### src/rtl/debug_loader_ctrl_if.sv
// UART-side and pipeline-side signal bundle for the debug loader.
// master = the loader controller, slave = the FIFO/TX/pipeline environment.
interface debug_loader_ctrl_if #(
  parameter int NB_DATA  = 32,
  parameter int NB_BYTE  = 8,
  parameter int NB_ADDR  = 7,
  parameter int NB_STATE = 10
);
  logic [NB_BYTE-1:0]  rx_data;
  logic                rx_empty;
  logic                rx_read;
  logic                instr_wr_en;
  logic [NB_ADDR-1:0]  instr_wr_addr;
  logic [NB_DATA-1:0]  instr_wr_data;
  logic                pipeline_enable;
  logic                halt_i;
  logic [NB_DATA-1:0]  pc_i;
  logic [NB_BYTE-1:0]  tx_data;
  logic                tx_start;
  logic                tx_done;
  logic                finish_o;
  logic [NB_STATE-1:0] state_o;

  modport master (
    input  rx_data, rx_empty, halt_i, pc_i, tx_done,
    output rx_read, instr_wr_en, instr_wr_addr, instr_wr_data,
           pipeline_enable, tx_data, tx_start, finish_o, state_o
  );

  modport slave (
    output rx_data, rx_empty, halt_i, pc_i, tx_done,
    input  rx_read, instr_wr_en, instr_wr_addr, instr_wr_data,
           pipeline_enable, tx_data, tx_start, finish_o, state_o
  );
endinterface

### src/rtl/debug_loader_ctrl.sv
// Debug loader: assembles little-endian instruction words from the UART RX
// FIFO into instruction memory, selects run/step mode, gates the pipeline and
// reports the final PC back through the UART TX, LSB first.
module debug_loader_ctrl #(
  parameter int NB_DATA  = 32,
  parameter int NB_BYTE  = 8,
  parameter int NB_ADDR  = 7,
  parameter int NB_STATE = 10
) (
  input  logic               clock,
  input  logic               reset,
  debug_loader_ctrl_if.master bus
);
  localparam int BPW = NB_DATA / NB_BYTE;     // bytes per word
  localparam int CW  = $clog2(BPW + 1);       // counter holds 0..BPW

  localparam logic [NB_DATA-1:0] SENTINEL = '1;
  localparam logic [NB_BYTE-1:0] CMD_RUN  = NB_BYTE'(1);
  localparam logic [NB_BYTE-1:0] CMD_STEP = NB_BYTE'(2);
  localparam logic [NB_BYTE-1:0] CMD_STOP = NB_BYTE'(3);

  typedef enum logic [NB_STATE-1:0] {
    LOAD_WAIT  = NB_STATE'(1),
    LOAD_POP   = NB_STATE'(2),
    LOAD_WRITE = NB_STATE'(4),
    MODE_WAIT  = NB_STATE'(8),
    RUN        = NB_STATE'(16),
    STEP_WAIT  = NB_STATE'(32),
    STEP_PULSE = NB_STATE'(64),
    SEND_BYTE  = NB_STATE'(128),
    SEND_WAIT  = NB_STATE'(256),
    DONE       = NB_STATE'(512)
  } state_t;

  state_t             state;
  logic [NB_BYTE-1:0] rx_byte;
  logic [NB_DATA-1:0] shreg;
  logic [CW-1:0]      byte_cnt;
  logic [CW-1:0]      tx_cnt;
  logic [NB_ADDR-1:0] waddr;
  logic [NB_DATA-1:0] pc_q;

  logic               rx_read_q;
  logic               wr_en_q;
  logic [NB_ADDR-1:0] wr_addr_q;
  logic [NB_DATA-1:0] wr_data_q;
  logic               pen_q;
  logic [NB_BYTE-1:0] tx_data_q;
  logic               tx_start_q;
  logic               finish_q;

  assign bus.rx_read         = rx_read_q;
  assign bus.instr_wr_en     = wr_en_q;
  assign bus.instr_wr_addr   = wr_addr_q;
  assign bus.instr_wr_data   = wr_data_q;
  assign bus.pipeline_enable = pen_q;
  assign bus.tx_data         = tx_data_q;
  assign bus.tx_start        = tx_start_q;
  assign bus.finish_o        = finish_q;
  assign bus.state_o         = state;

  // Single control FSM; every output is a register set on the edge that
  // leaves (or stays in) the state that requests it. Mode/step byte intake
  // is skipped while rx_read is still high so the FIFO head, which has not
  // advanced yet, is never consumed twice.
  always_ff @(posedge clock or posedge reset) begin
    if (reset) begin
      state      <= LOAD_WAIT;
      rx_byte    <= '0;
      shreg      <= '0;
      byte_cnt   <= '0;
      tx_cnt     <= '0;
      waddr      <= '0;
      pc_q       <= '0;
      rx_read_q  <= 1'b0;
      wr_en_q    <= 1'b0;
      wr_addr_q  <= '0;
      wr_data_q  <= '0;
      pen_q      <= 1'b0;
      tx_data_q  <= '0;
      tx_start_q <= 1'b0;
      finish_q   <= 1'b0;
    end else begin
      rx_read_q  <= 1'b0;
      wr_en_q    <= 1'b0;
      tx_start_q <= 1'b0;
      pen_q      <= 1'b0;
      case (state)
        LOAD_WAIT: begin
          if (!bus.rx_empty) begin
            rx_byte   <= bus.rx_data;
            rx_read_q <= 1'b1;
            state     <= LOAD_POP;
          end
        end
        LOAD_POP: begin
          // bytes enter at the top and move down, so byte n ends at bits [8n+7:8n]
          shreg    <= {rx_byte, shreg[NB_DATA-1:NB_BYTE]};
          byte_cnt <= byte_cnt + CW'(1);
          state    <= (byte_cnt == CW'(BPW - 1)) ? LOAD_WRITE : LOAD_WAIT;
        end
        LOAD_WRITE: begin
          byte_cnt <= '0;
          if (shreg == SENTINEL) begin
            state <= MODE_WAIT;
          end else begin
            wr_en_q   <= 1'b1;
            wr_addr_q <= waddr;
            wr_data_q <= shreg;
            waddr     <= waddr + NB_ADDR'(1);
            // a full memory ends the load instead of wrapping onto word 0
            state     <= (waddr == '1) ? MODE_WAIT : LOAD_WAIT;
          end
        end
        MODE_WAIT: begin
          if (!bus.rx_empty && !rx_read_q) begin
            rx_read_q <= 1'b1;
            if (bus.rx_data == CMD_RUN) begin
              pen_q <= 1'b1;
              state <= RUN;
            end else if (bus.rx_data == CMD_STEP) begin
              state <= STEP_WAIT;
            end
          end
        end
        RUN: begin
          if (bus.halt_i) begin
            pc_q  <= bus.pc_i;
            state <= SEND_BYTE;
          end else begin
            pen_q <= 1'b1;
          end
        end
        STEP_WAIT: begin
          if (!bus.rx_empty && !rx_read_q) begin
            rx_read_q <= 1'b1;
            if (bus.rx_data == CMD_STEP) begin
              pen_q <= 1'b1;
              state <= STEP_PULSE;
            end else if (bus.rx_data == CMD_STOP) begin
              pc_q  <= bus.pc_i;
              state <= SEND_BYTE;
            end
          end
        end
        STEP_PULSE: begin
          if (bus.halt_i) begin
            pc_q  <= bus.pc_i;
            state <= SEND_BYTE;
          end else begin
            state <= STEP_WAIT;
          end
        end
        SEND_BYTE: begin
          tx_data_q  <= NB_BYTE'(pc_q >> (int'(tx_cnt) * NB_BYTE));
          tx_start_q <= 1'b1;
          state      <= SEND_WAIT;
        end
        SEND_WAIT: begin
          if (bus.tx_done) begin
            tx_cnt <= tx_cnt + CW'(1);
            if (tx_cnt == CW'(BPW - 1)) begin
              finish_q <= 1'b1;
              state    <= DONE;
            end else begin
              state <= SEND_BYTE;
            end
          end
        end
        DONE: begin
          finish_q <= 1'b1;
        end
        default: state <= LOAD_WAIT;
      endcase
    end
  end
endmodule

### src/flat_wrapper.sv
// flat-port wrapper written by rule: the top's interface ports become plain ports
module debug_loader_ctrl_flat 
#(
  parameter int NB_DATA  = 32,
  parameter int NB_BYTE  = 8,
  parameter int NB_ADDR  = 7,
  parameter int NB_STATE = 10
)
  (clock, reset, bus_rx_data, bus_rx_empty, bus_halt_i, bus_pc_i, bus_tx_done, bus_rx_read, bus_instr_wr_en, bus_instr_wr_addr, bus_instr_wr_data, bus_pipeline_enable, bus_tx_data, bus_tx_start, bus_finish_o, bus_state_o);
  debug_loader_ctrl_if #(.NB_DATA(NB_DATA), .NB_BYTE(NB_BYTE), .NB_ADDR(NB_ADDR), .NB_STATE(NB_STATE)) bus_i ();
  input  logic clock;
  input  logic reset;
  input wire logic [$bits(bus_i.rx_data)-1:0] bus_rx_data;
  input wire logic [$bits(bus_i.rx_empty)-1:0] bus_rx_empty;
  input wire logic [$bits(bus_i.halt_i)-1:0] bus_halt_i;
  input wire logic [$bits(bus_i.pc_i)-1:0] bus_pc_i;
  input wire logic [$bits(bus_i.tx_done)-1:0] bus_tx_done;
  output wire logic [$bits(bus_i.rx_read)-1:0] bus_rx_read;
  output wire logic [$bits(bus_i.instr_wr_en)-1:0] bus_instr_wr_en;
  output wire logic [$bits(bus_i.instr_wr_addr)-1:0] bus_instr_wr_addr;
  output wire logic [$bits(bus_i.instr_wr_data)-1:0] bus_instr_wr_data;
  output wire logic [$bits(bus_i.pipeline_enable)-1:0] bus_pipeline_enable;
  output wire logic [$bits(bus_i.tx_data)-1:0] bus_tx_data;
  output wire logic [$bits(bus_i.tx_start)-1:0] bus_tx_start;
  output wire logic [$bits(bus_i.finish_o)-1:0] bus_finish_o;
  output wire logic [$bits(bus_i.state_o)-1:0] bus_state_o;
  assign bus_i.rx_data = bus_rx_data;
  assign bus_i.rx_empty = bus_rx_empty;
  assign bus_i.halt_i = bus_halt_i;
  assign bus_i.pc_i = bus_pc_i;
  assign bus_i.tx_done = bus_tx_done;
  assign bus_rx_read = bus_i.rx_read;
  assign bus_instr_wr_en = bus_i.instr_wr_en;
  assign bus_instr_wr_addr = bus_i.instr_wr_addr;
  assign bus_instr_wr_data = bus_i.instr_wr_data;
  assign bus_pipeline_enable = bus_i.pipeline_enable;
  assign bus_tx_data = bus_i.tx_data;
  assign bus_tx_start = bus_i.tx_start;
  assign bus_finish_o = bus_i.finish_o;
  assign bus_state_o = bus_i.state_o;
  debug_loader_ctrl #(.NB_DATA(NB_DATA), .NB_BYTE(NB_BYTE), .NB_ADDR(NB_ADDR), .NB_STATE(NB_STATE)) u_core (.clock(clock), .reset(reset), .bus(bus_i));
endmodule
### config.mk
export PLATFORM = sky130hd
export DESIGN_NAME = debug_loader_ctrl_flat
export DESIGN_NICKNAME = d
export VERILOG_FILES = /design/src/rtl/debug_loader_ctrl_if.sv /design/src/rtl/debug_loader_ctrl.sv /design/src/flat_wrapper.sv
export SDC_FILE = /design/constraint.sdc
export NUM_CORES = 1
export LEC_CHECK = 0
export BUFFER_PORTS_ARGS = -buffer_cell sky130_fd_sc_hd__buf_2
export CORE_AREA = 2 2 141 109
export CTS_CLUSTER_DIAMETER = 30
export DETAILED_ROUTE_END_ITERATION = 6
export DIE_AREA = 0 0 143 111
export GPL_TIMING_DRIVEN = 0
export PLACE_DENSITY = 0.69
export SETUP_SLACK_MARGIN = 0.3
export SLEW_MARGIN = 20
export SYNTH_ARGS = -nofsm -noshare
export SYNTH_HDL_FRONTEND = slang
export SYNTH_SLANG_ARGS = --single-unit
### constraint.sdc
create_clock -name clock -period 5.9 [get_ports clock]
set_clock_uncertainty 0.05 [all_clocks]
set_input_delay 0.295 -clock clock [delete_from_list [all_inputs] [get_ports clock]]
set_output_delay 0.295 -clock clock [all_outputs]
set_load 0.01 [all_outputs]
==> run_results.csv <==
group,metric,value,unit
timing,max-slew-margin-rel,46.3,%
place,place_hpwl,9930,µm
global_route,grt_max_degree,79,
critical_path,required,6.15,ns
synthesis,synth_top_area_cell,"dfrtp_1",
floorplan,start_util,43.4,%
synthesis,synth-edff-count,0,
place,io_buffers,105,
final_layout,layout-drive-gt1-share,48.7,%
routing,vias,4132,
floorplan,ioPinCount,107,
critical_path,cp.arrival,3.00,ns
synthesis,synth_nets,492,
synthesis,synth_top_cell_area_share,57.4,%
clock_network,cts_max_level,4,
timing,period_minus_slack,2.75,ns
synthesis,synth_sequential_area_ratio,57.8,%
final_layout,insertedDiodeCount,0,
routing,drtIter0Drc,293,
floorplan,die-width,143,µm
final_layout,synthToLayoutAreaGrowth,22.1,%
timing,setup_viol,0,
global_route,overflow,0,
routing,drt-total-wl,13800,µm
power_and_ir_drop,p_leak,3.80,nW
synthesis,syn_inst,442,
routing,viasPerCell,5.26,
floorplan,dieArea,15900,µm²
clock_network,insertion_delay,0.42,ns
clock_network,clkSlewWorstSetupHoldPaths,0.06,ns
synthesis,ys_top_cells_by_area,"dfrtp_1 57%, mux2_2 15%, mux2_4 7.1%",
synthesis,ys_types,57,
timing,report.final.slew_viol_count,0,
critical_path,critPathKind,"reg2reg",
place,gp_congestion,0.797,
routing,drtAntennaViolNets,0,
critical_path,crit_fanout,10,
global_route,grt_pass1_wl,22700,µm
timing,rsz0062_at_grt,"false",
clock_network,cts_tree,"built",
synthesis,synth_flop_cell,"dfrtp_1",
floorplan,fp-row-count,39,
timing,holdWs,0.0527,ns
timing,hold_viol,0,
timing,max_freq,364,MHz
clock_network,post_cts_buffers,0,
global_route,grt_pass1_vias,4345,
status,status,"completed",
synthesis,synth.most_common_cell,"dfrtp_1",
clock_network,cts-root-buf,"clkbuf_16",
timing,period_share,46.6,%
power_and_ir_drop,power_density,387,nW/µm²
power_and_ir_drop,irDropWorstVdd,227,µV
synthesis,synth_common_cells,"146 x dfrtp_1, 84 x mux2_2, 30 x mux2_4",
critical_path,cp-end-kind,"register",
min_path,min_path_type,"in2reg",
timing,fin_setup_tns,0,ns
clock_network,cts_buffers,17,
critical_path,startpoint_type,"register",
timing,worst_slew_pin_slew,0.805,ns
global_route,antenna_found_initial,1,
routing,drt_pass1_iterations,5,
run,max-cap-violations,0,
global_route,grt_util_all_layers,18.7,%
final_layout,num-nets-final,618,
synthesis,netlist_area,6370,µm²
floorplan,fp.coreArea,14700,µm²
synthesis,avgSynthCellArea,14.4,µm²
floorplan,fp.dieH,111,µm
synthesis,ys_ff_latch,147,
routing,wire_per_inst,17.6,µm
clock_network,clkSinkCount,147,
clock_network,ctsLongestPathBuffers,2,
synthesis,async_flop_share,100,%
routing,post-route-drc-count,0,
synthesis,yosys_warnings,0,
-- critical path, stage by stage, from the launching register on --
cell and delay [ns]:
dfrtp_1 0.48, nor4_2 0.71, nand4b_1 0.26, a21oi_1 0.21, buf_2 0.30, buf_4 0.25, mux2_2 0.36
-- final cells by class --
class | count | area (µm²)
fillers | 1225 | 6910
multi-input cells | 266 | 2530
well taps | 205 | 256
repair buffers | 107 | 563
clock inverters | 13 | 126
flip-flops and latches | 147 | 3680
plain buffers | 19 | 118
inverters | 10 | 45.0
clock buffers | 19 | 453
-- path summary, 6_finish.rpt --
check	end	slack, ns	cells past startpoint	from
worst max-delay path	u_core.bus.instr_wr_data[15]	3.15	6	u_core.bus.state_o[5]
worst min-delay path	u_core.pc_q[14]	0.05	2	bus_pc_i[14]
worst min register to register	u_core.bus.tx_data[1]	0.43	2	u_core.bus.tx_data[1]
worst max register to register	u_core.bus.instr_wr_data[15]	3.15	6	u_core.bus.state_o[5]
min in group asynchronous	u_core.bus.instr_wr_addr[1]	0.42	3	reset
max in group asynchronous	u_core.pc_q[31]	4.64	4	reset
-- timing repair --
item / 4_1_cts / 5_1_grt
endpoints found under the hold margin: 68 / 0
resized for setup: 0 / 0
setup endpoints to repair: 0 / 0
hold buffers: 1 / 0
-- layout by cell type, fill, tap and decap left out, types with 4 or more instances in the layout --
master / instances
nand3_1: 4
clkbuf_1: 6
buf_6: 4
mux4_2: 8
inv_1: 8
ha_1: 5
xnor2_1: 6
nor3_1: 5
dfrtp_1: 146
a21oi_1: 4
o21ai_0: 18
nor2_1: 9
mux2_4: 30
nand2_1: 26
clkinv_4: 4
buf_2: 108
nand4_1: 14
nor4_1: 4
nand2b_1: 4
mux2_2: 84
clkbuf_16: 17
-- cells by family after synthesis --
| family | count (synthesis) | synth area share, % |
|---|---|---|
| AOI/OAI and AO/OA | 43 | 4.72 |
| adders and majority gates | 5 | 0.982 |
| and+or+nand+nor | 87 | 8.11 |
| DFF | 147 | 57.8 |
| muxes | 122 | 24.7 |
| xor gates and xnor gates | 9 | 1.24 |
| buffers and inverters | 29 | 2.44 |
-- per-layer routing --
layer,up-vias,wire length (µm),GRT usage (%)
li1,1873,-,-
met1,2099,6280,26.4
met2,146,6340,27.6
met3,14,1010,6.00
met4,0,172,6.01
met5,-,0,0
-- power breakdown --
| part | switching, mW | internal, mW | total [mW] |
|---|---|---|---|
| combinational | 0.255 | 0.308 | 0.562 |
| sequential | 0.183 | 1.23 | 1.41 |
| clock | 0.434 | 0.608 | 1.04 |
| total | 0.872 | 2.14 | 3.01 |
-- metrics by stage --
stage	total power, mW	util, %	instances	setup WS, ns	area (µm²)
2_1_floorplan	1.76	-	442	1.61	6370
3_3_place_gp	1.95	48.7	752	0.193	7150
3_5_place_dp	1.98	48.9	753	3.20	7190
4_1_cts	3.04	52.9	786	3.17	7780
5_1_grt	3.17	52.9	786	2.98	7780
6_report	3.01	52.9	786	3.15	7780
-- sequential cells by signal, summed over array words and instances, names as in the netlist --
name / flops
u_core.bus.finish_o: 1
u_core.bus.instr_wr_addr: 7
u_core.bus.instr_wr_data: 32
u_core.bus.instr_wr_en: 1
u_core.bus.pipeline_enable: 1
u_core.bus.rx_read: 1
u_core.bus.state_o: 10
u_core.bus.tx_data: 8
u_core.bus.tx_start: 1
u_core.byte_cnt: 3
u_core.pc_q: 32
u_core.rx_byte: 8
u_core.shreg: 32
u_core.tx_cnt: 3
u_core.waddr: 7
Power figures use the tool's default switching activity.
